`config.mk`:
```
export PLATFORM = sky130hd
export DESIGN_NAME = display_scan_controller
export DESIGN_NICKNAME = d
export VERILOG_FILES = /design/src/rtl/display_scan_controller_pkg.sv /design/src/rtl/display_scan_controller_scan_slot_timer.sv /design/src/rtl/display_scan_controller.sv
export SDC_FILE = /design/constraint.sdc
export NUM_CORES = 1
export LEC_CHECK = 0
export ABC_AREA = 0
export BUFFER_PORTS_ARGS = -buffer_cell sky130_fd_sc_hd__buf_2
export CORE_ASPECT_RATIO = 0.8
export CORE_UTILIZATION = 47
export DETAILED_ROUTE_END_ITERATION = 6
export HOLD_SLACK_MARGIN = 0.02
export PLACE_DENSITY = 0.77
export SYNTH_ARGS = -nofsm -noshare
export SYNTH_HDL_FRONTEND = slang
export SYNTH_HIERARCHICAL = 1
export SYNTH_SLANG_ARGS = --single-unit
export TNS_END_PERCENT = 50
```
`constraint.sdc`:
```
create_clock -name clock -period 3.3 [get_ports clock]
set_input_delay 0.495 -clock clock [delete_from_list [all_inputs] [get_ports clock]]
set_output_delay 0.495 -clock clock [all_outputs]
set_load 0.005 [all_outputs]
```
`src/rtl/display_scan_controller_pkg.sv`:
```
// Shared definitions for the multiplexed 4-digit display scanner:
// FSM encoding, digit count, anode constants and nibble/anode helpers.
package display_scan_controller_pkg;

  typedef enum logic [1:0] {
    IDLE  = 2'd0,
    BLANK = 2'd1,
    SHOW  = 2'd2
  } state_e;

  localparam int         NUM_DIGITS = 4;
  localparam logic [3:0] AN_OFF     = 4'b1111;

  function automatic logic [3:0] nibble_of(input logic [15:0] word, input logic [1:0] idx);
    logic [3:0] n;
    case (idx)
      2'd0:    n = word[3:0];
      2'd1:    n = word[7:4];
      2'd2:    n = word[11:8];
      2'd3:    n = word[15:12];
      default: n = 4'd0;
    endcase
    return n;
  endfunction

  function automatic logic [3:0] anode_for(input logic [1:0] idx);
    logic [3:0] a;
    case (idx)
      2'd0:    a = 4'b1110;
      2'd1:    a = 4'b1101;
      2'd2:    a = 4'b1011;
      2'd3:    a = 4'b0111;
      default: a = AN_OFF;
    endcase
    return a;
  endfunction

endpackage

```
`src/rtl/display_scan_controller_scan_slot_timer.sv`:
```
// Per-slot prescale counter; flags the last dead-time cycle and the last
// cycle of the slot so the parent FSM can sequence BLANK/SHOW.
module scan_slot_timer #(
  parameter int PRESCALE_BITS = 17,
  parameter int BLANK_CYCLES  = 64
) (
  input  logic clock,
  input  logic reset,
  input  logic run,
  output logic slot_blank_end,
  output logic slot_end
);

  logic [PRESCALE_BITS-1:0] count_q;
  logic [PRESCALE_BITS-1:0] count_d;

  // Free-running while scanning; wraps naturally at the end of each slot.
  always_comb begin
    count_d = count_q;
    if (run) begin
      count_d = count_q + PRESCALE_BITS'(1);
    end else begin
      count_d = '0;
    end
  end

  // Counter register.
  always_ff @(posedge clock or posedge reset) begin
    if (reset) begin
      count_q <= '0;
    end else begin
      count_q <= count_d;
    end
  end

  assign slot_blank_end = (count_q == PRESCALE_BITS'(BLANK_CYCLES - 1));
  assign slot_end       = (count_q == {PRESCALE_BITS{1'b1}});

endmodule

```
`src/rtl/display_scan_controller.sv`:
```
// Time-multiplexed 4-digit display scanner with a shadow/active word buffer
// that only swaps at frame boundaries (or immediately while idle).
module display_scan_controller
  import display_scan_controller_pkg::*;
#(
  parameter int PRESCALE_BITS = 17,
  parameter int BLANK_CYCLES  = 64
) (
  input  logic        clock,
  input  logic        reset,
  input  logic        enable,
  input  logic [3:0]  digit_mask,
  input  logic        load_valid,
  output logic        load_ready,
  input  logic [15:0] load_data,
  output logic [3:0]  an,
  output logic [1:0]  digit_sel,
  output logic [3:0]  nibble,
  output logic        blank,
  output logic        frame_done
);

  state_e      state_q, state_d;
  logic [1:0]  digit_sel_q, digit_sel_d;
  logic [3:0]  an_q, an_d;
  logic        blank_q, blank_d;
  logic [3:0]  nibble_q, nibble_d;
  logic        frame_done_q, frame_done_d;
  logic        load_ready_q, load_ready_d;
  logic [15:0] shadow_q, shadow_d;
  logic [15:0] active_q, active_d;
  logic        pending_q, pending_d;

  logic run_s;
  logic slot_blank_end_s;
  logic slot_end_s;
  logic frame_boundary_s;
  logic capture_s;
  logic commit_s;

  assign run_s = (state_q != IDLE) && enable;

  scan_slot_timer #(
    .PRESCALE_BITS (PRESCALE_BITS),
    .BLANK_CYCLES  (BLANK_CYCLES)
  ) u_timer (
    .clock          (clock),
    .reset          (reset),
    .run            (run_s),
    .slot_blank_end (slot_blank_end_s),
    .slot_end       (slot_end_s)
  );

  assign frame_boundary_s = (state_q == SHOW) && enable && slot_end_s &&
                            (digit_sel_q == 2'(NUM_DIGITS - 1));
  assign capture_s        = load_valid && load_ready_q;
  // pending_q (not capture_s) gates the commit, so a word captured on the
  // boundary edge waits for the following frame.
  assign commit_s         = pending_q && (frame_boundary_s || (state_q == IDLE));

  // Next-state and digit sequencing.
  always_comb begin
    state_d     = state_q;
    digit_sel_d = digit_sel_q;
    case (state_q)
      IDLE: begin
        digit_sel_d = 2'd0;
        if (enable) begin
          state_d = BLANK;
        end else begin
          state_d = IDLE;
        end
      end
      BLANK: begin
        if (!enable) begin
          state_d     = IDLE;
          digit_sel_d = 2'd0;
        end else if (slot_blank_end_s) begin
          state_d = SHOW;
        end else begin
          state_d = BLANK;
        end
      end
      SHOW: begin
        if (!enable) begin
          state_d     = IDLE;
          digit_sel_d = 2'd0;
        end else if (slot_end_s) begin
          state_d     = BLANK;
          digit_sel_d = digit_sel_q + 2'd1;
        end else begin
          state_d = SHOW;
        end
      end
      default: begin
        state_d     = IDLE;
        digit_sel_d = 2'd0;
      end
    endcase
  end

  // Load handshake and buffer swap.
  always_comb begin
    shadow_d     = shadow_q;
    active_d     = active_q;
    pending_d    = pending_q;
    load_ready_d = load_ready_q;
    frame_done_d = 1'b0;
    if (commit_s) begin
      active_d     = shadow_q;
      pending_d    = 1'b0;
      load_ready_d = 1'b1;
      frame_done_d = 1'b1;
    end else if (capture_s) begin
      shadow_d     = load_data;
      pending_d    = 1'b1;
      load_ready_d = 1'b0;
    end else begin
      frame_done_d = 1'b0;
    end
  end

  // Display outputs, derived from the upcoming state so they stay registered.
  always_comb begin
    an_d    = AN_OFF;
    blank_d = 1'b1;
    if ((state_d == SHOW) && digit_mask[digit_sel_d]) begin
      an_d    = anode_for(digit_sel_d);
      blank_d = 1'b0;
    end else begin
      an_d    = AN_OFF;
      blank_d = 1'b1;
    end
    nibble_d = nibble_of(active_d, digit_sel_d);
  end

  // FSM state register.
  always_ff @(posedge clock or posedge reset) begin
    if (reset) begin
      state_q <= IDLE;
    end else begin
      state_q <= state_d;
    end
  end

  // Datapath and output registers.
  always_ff @(posedge clock or posedge reset) begin
    if (reset) begin
      digit_sel_q  <= 2'd0;
      an_q         <= AN_OFF;
      blank_q      <= 1'b1;
      nibble_q     <= 4'd0;
      frame_done_q <= 1'b0;
      load_ready_q <= 1'b1;
      shadow_q     <= 16'd0;
      active_q     <= 16'd0;
      pending_q    <= 1'b0;
    end else begin
      digit_sel_q  <= digit_sel_d;
      an_q         <= an_d;
      blank_q      <= blank_d;
      nibble_q     <= nibble_d;
      frame_done_q <= frame_done_d;
      load_ready_q <= load_ready_d;
      shadow_q     <= shadow_d;
      active_q     <= active_d;
      pending_q    <= pending_d;
    end
  end

  assign an         = an_q;
  assign digit_sel  = digit_sel_q;
  assign nibble     = nibble_q;
  assign blank      = blank_q;
  assign frame_done = frame_done_q;
  assign load_ready = load_ready_q;

endmodule

```
# Word-level counts from Yosys, hierarchy flattened
# Index checks and enable logic that the tools add are counted.
# totals
register_bits	65
latchBits	0
ramBits	0
mem_bits_ro	0
input_bits	24
output_inout_bits	13
elab_cells	60
n_memories	0
# classes
n_addsub	2
n_mul	0
n_div	0
n_lt_le_gt_ge	1
eq_ne	9
shift	0
muxes	23
bitwise	1
reduce_logical	13
# op_table
operator	count
one-hot mux 4 bit (4 select lines)	2
adder 17 x 1 -> 17 bit (second input constant)	1
equality test 17 bit (second input constant)	1
equality test 17 x 6 -> 1 bit (second input constant)	1
2-to-1 mux 17 bit	1
2-to-1 mux 16 bit	1
2-to-1 mux 2 bit	7
equality test 2 bit (second input constant)	5
2-to-1 mux 1 bit	8
logical AND 1 bit	7
one-hot mux 2 bit (3 select lines)	1
equality test 2 x 1 -> 1 bit (second input constant)	2
zero test 2 bit	2
2-to-1 mux 4 bit	1
one-hot mux 2 bit (2 select lines)	1
nonzero test 2 bit	2
< comparator 2 x 3 -> 1 bit (second input constant)	1
adder 2 x 1 -> 2 bit (second input constant)	1
binary-select mux 1 bit (select 2 bit)	1
AND reduction 2 bit	1
logical OR 1 bit	1
inverter 1 bit	1

# Logic depth before layout (Yosys ltp)
# depth
depth_word	8
ltp_mapped	11
depth_no_buf	11

# Cells and area by module
# Netlist, hierarchy kept.
# by_module_without_submodules
mod	instances	cells_per_inst	area_each_um2	seq_area_each_um2
display_scan_controller	1	146	2112.0	1208.7
scan_slot_timer	1	94	904.6	425.4

# Worst setup path after synthesis
# No wires, ideal clock.
# synth_path
path_type	reg-to-reg
startpoint	register u_timer.count_q[0]
endpoint	register shadow_q[0]
setup_ns	0.125
t_arrival_ns	2.399
required_time_ns	3.175
path_slack_ns	0.776
stages_incl_launch_ff	12
path_buffers	2
synth_period_minus_slack_ns	2.524
path_cell_list	dfrtp_1 ha_1 nand3_1 nor4_1 and2_1 ha_1 a41o_1 nand2_4 and3_4 buf_6 buf_6 mux2_4
# synth_via
elab_chain_cells	7
# synth_rtl
item	line	rtl
start: declaration	display_scan_controller_scan_slot_timer.sv:14	logic [PRESCALE_BITS-1:0] count_q;
start signal: assignment	display_scan_controller_scan_slot_timer.sv:32	count_q <= count_d;
equality test 17 bit	display_scan_controller_scan_slot_timer.sv:37	assign slot_end = (count_q == {PRESCALE_BITS{1'b1}});
net slot_end_s	display_scan_controller.sv:36	logic slot_end_s;
logical AND 1 bit (2 in a row)	display_scan_controller.sv:54	assign frame_boundary_s = (state_q == SHOW) && enable && slot_end_s &&
logical OR 1 bit	display_scan_controller.sv:59	assign commit_s = pending_q && (frame_boundary_s || (state_q == IDLE));
logical AND 1 bit	display_scan_controller.sv:59	
inverter 1 bit (no line)	--	
AND reduction 2 bit (no line)	--	
end signal: assignment	display_scan_controller.sv:165	shadow_q <= shadow_d;
end: declaration	display_scan_controller.sv:30	logic [15:0] shadow_q, shadow_d;
# The timed path passes the listed nets, and every way through them passes these cells.
# A chain may end at the register's enable or synchronous reset.

# Worst setup path in the final report
# layout_path
startpoint	register u_timer.count_q[0]
endpoint	register shadow_q[14]
# The elaborated chain is that of the path after synthesis.

==> flow_summary_export.csv <==
group,metric,value,unit
sta,finalSetupTns,0,ps
sta,clock.fmax,0.3498,GHz
clock_tree,path_clk_slew,70,ps
synthesis,synth_top_family_by_area,"multiplexers",
routing,drc,0,
clock_tree,cts_sinks,65,
sta,slew-limit-headroom,35.98,%
pwr,internal_power,1754,uW
routing,post_drt_wl_per_cell,15.51,um
floorplan,die_w,91.57,um
global_route,overflow,0,
pwr,clock_power_share,27.8,%
global_route,antenna_found_initial,0,
synthesis,synthTopCellsByArea,"dfrtp_1 49%, mux2_4 6.5%, mux2_2 6.0%",
pwr,seq_power_share,47.9,%
sta,period_share,86.62,%
synthesis,synth_fp_nets,271,
pwr,leakage,0.001529,uW
sta,fin_crit,2859,ps
synthesis,ys.warnings.count,6,
clock_tree,hold_buffers,0,
run_status,status,"finished clean",
synthesis,synth_fa_ha_area_share,2.903,%
sta,worst_pin_slew,958.9,ps
synthesis,yosysSeqAreaShare,54.17,%
synthesis,ys_ff_latch,65,
critical_path,path_max_fanout,19,
routing,drt-total-wl,5.725,mm
sta,setup_viol,0,
synthesis,synth_compound_area_share,8.461,%
synthesis,syn_inst,240,
routing,drtAntennaViolNets,0,
place,preCtsSetupSlack,486.4,ps
sta,rsz0062_at_grt,"no",
sta,fin_skew,7.159,ps
synthesis,synth_mux_area_share,15.93,%
final_layout,seqCellArea,0.001634,mm2
final_layout,diodes,0,
job,cap_violations,0,
critical_path,cp.arrival,3090,ps
synthesis,ys_types,43,
sta,setup_ws,441.5,ps
global_route,grt_max_degree,49,
global_route,grt_pass1_vias,1979,
pwr,ir_drop,0.5089,mV
routing,dr.pass1.iters,4,
final_layout,area_growth_syn_to_layout,14.48,%
place,place.gp.congestion,0.7772,
clock_tree,cts_tree,"done",
pwr,pwr-share-comb,24.3,%
floorplan,dieArea,0.006745,mm2
routing,dr_total_vias,2006,
floorplan,core_area,0.006037,mm2
critical_path,endpoint_kind,"flip-flop",
critical_path,r2r_end,"shadow_q[14]$_DFFE_PP0P_",
critical_path,cp.required,3530,ps
sta,finalMaxSlewViolations,0,
critical_path,ff2ff_path_depth,9,
final_layout,drive_gt1_share,35.42,%
routing,avgViaCountPerCell,5.436,
clock_tree,cts_buffer_depth,2,
place,io_buffer_count,36,
place,dp_hpwl,4.046,mm
floorplan,initial_core_util,49.97,%
clock_tree,cts.root.buffer_cell,"clkbuf_8",
sta,final-hold-violation-count,0,
final_layout,num-nets-final,314,
pwr,p_sw,660.8,uW
final_layout,fillCellCount,511,
clock_tree,cts_resized,0,
floorplan,boundaryPins,37,
synthesis,syn_area,0.003017,mm2
synthesis,synthSimpleGateAreaFrac,14.23,%
floorplan,core.rowCount,25,
final_layout,multi_input_area,0.001279,mm2
synthesis,synth_edf_count,0,
clock_tree,htree_num_levels,3,
clock_tree,cts_setup_buffers,0,
pwr,switching_share,27.37,%
synthesis,synth_top_cell_area_share,48.94,%
synthesis,synthXorXnorAreaFrac,0.8710,%
routing,drtIter0Drc,99,
synthesis,avgSynthCellArea,12.57,um2
synthesis,yosysTopAreaCell,"dfrtp_1",
global_route,grt_pass1_wl,9.494,mm
global_route,grt_usage,19.00,%
critical_path,rrSetupSlack,440,ps
synthesis,async_flop_share,100.0,%
synthesis,synth_top_flop_cell,"dfrtp_1",
pwr,power.density,699.2,mW/mm2
critical_path,worstSetupPathType,"flip-flop to flip-flop",
critical_path,reg2reg_from,"u_timer/count_q[0]$_DFF_PP0_",
clock_tree,clk_latency,340,ps
floorplan,fp.dieH,73.66,um
critical_path,cp-start-kind,"flip-flop",
hold_path,hp-class,"primary input to async pin",
clock_tree,cts_buffers,9,
state kept, by name, summed over array words and instances, names as in the netlist, 2 cells and up:
register and flops:
active_q 16, an 4, digit_sel 2, nibble 4, shadow_q 16, state_q 2, u_timer/count_q 17
power groups by stage:
stage	logic [uW]	registers [uW]	clock network, uW
6_report	586	1160	672
5_1_grt	639	1180	720
4_1_cts	593	1160	686
3_5_place_dp	593	1170	0
3_3_place_gp	573	1160	0
2_1_floorplan	483	1130	0
cells by family (layout without fill, tap and decap cells):
group	after synthesis	after routing
adders and majority gates	7	7
buffers and inverters	19	67
muxes	39	39
DFF	65	65
and+or+nand+nor	73	73
AOI/OAI and AO/OA	34	34
xor gates and xnor gates	3	3
layout make-up:
cell class / count / area share [%]
Timing Repair Buffer: 37 / 5.435
Tap cell: 81 / 2.935
Clock inverter: 5 / 1.594
Sequential cell: 65 / 47.32
Inverter: 14 / 1.594
Multi-Input combinational cell: 156 / 37.03
Clock buffer: 11 / 4.094
layout by cell type, fill, tap and decap left out, types with 3 or more instances in the layout:
cell type,n
inv_1,10
nand2b_1,6
nand3_1,7
or4_1,3
mux2_2,16
dfrtp_1,59
mux2_4,13
nand2_1,15
mux2i_1,6
o21ai_0,7
nor2_1,10
nor4_1,9
ha_1,7
nand4_1,7
dfstp_2,6
mux2_1,4
buf_2,36
a21oi_1,11
o31ai_1,3
clkbuf_8,10
and2_1,5
per-layer routing:
metal  routed length (um)  part of all wire [%]  global-route usage, %  vias to the layer above
met4                   75                   1.3                  6.173                        0
li1                     -                     -                      -                      951
met2                 2577                    45                  27.40                       50
met5                    0                     0                      0                        -
met3                  312                   5.4                  8.489                        9
met1                 2760                    48                  25.71                      996
metrics by stage:
step	hold WS [ps]	util (%)	power, uW	cells	instance area (um2)
finish	243.9	57.20	2414	369	3453
global route	287.3	57.20	2540	369	3453
CTS	268.8	57.20	2438	369	3453
detailed placement	475.3	53.95	1765	353	3257
global placement	470.5	53.95	1735	353	3257
floorplan	421.1	-	1615	240	3017
worst max-delay path, stage by stage (launching register included):
cell,delay (ps)
dfrtp_1,430
ha_1,300
nand3_1,210
nor4_1,70
and2_1,160
ha_1,240
a41o_1,280
nand2_4,240
and3_4,420
mux2_2,370
worst max-delay path by stage:
stage	startpoint	endpoint	cells after the start
after floorplan	u_timer/count_q[0]$_DFF_PP0_	shadow_q[0]$_DFFE_PP0P_	11
after global placement	u_timer/count_q[0]$_DFF_PP0_	shadow_q[14]$_DFFE_PP0P_	9
after detailed placement	u_timer/count_q[0]$_DFF_PP0_	shadow_q[14]$_DFFE_PP0P_	9
after CTS	u_timer/count_q[0]$_DFF_PP0_	shadow_q[14]$_DFFE_PP0P_	9
after global routing	u_timer/count_q[0]$_DFF_PP0_	blank$_DFF_PP1_	11
final	u_timer/count_q[0]$_DFF_PP0_	shadow_q[14]$_DFFE_PP0P_	9
synth_stat cells (2+ instances only):
library cell / count
dfrtp_1: 59
mux2_2: 16
nand2_1: 15
mux2_4: 13
a21oi_1: 11
inv_1: 11
nor2_1: 10
nor4_1: 9
ha_1: 7
nand3_1: 7
nand4_1: 7
o21ai_0: 7
dfstp_2: 6
mux2i_1: 6
nand2b_1: 6
and2_1: 5
buf_6: 4
mux2_1: 4
o31ai_1: 3
or4_1: 3
a211oi_1: 2
a221oi_2: 2
a22oi_1: 2
nand2_4: 2
nor3_2: 2
or3_1: 2
or3_2: 2
xor2_1: 2
No activity file was read; power rests on OpenSTA's default activity.
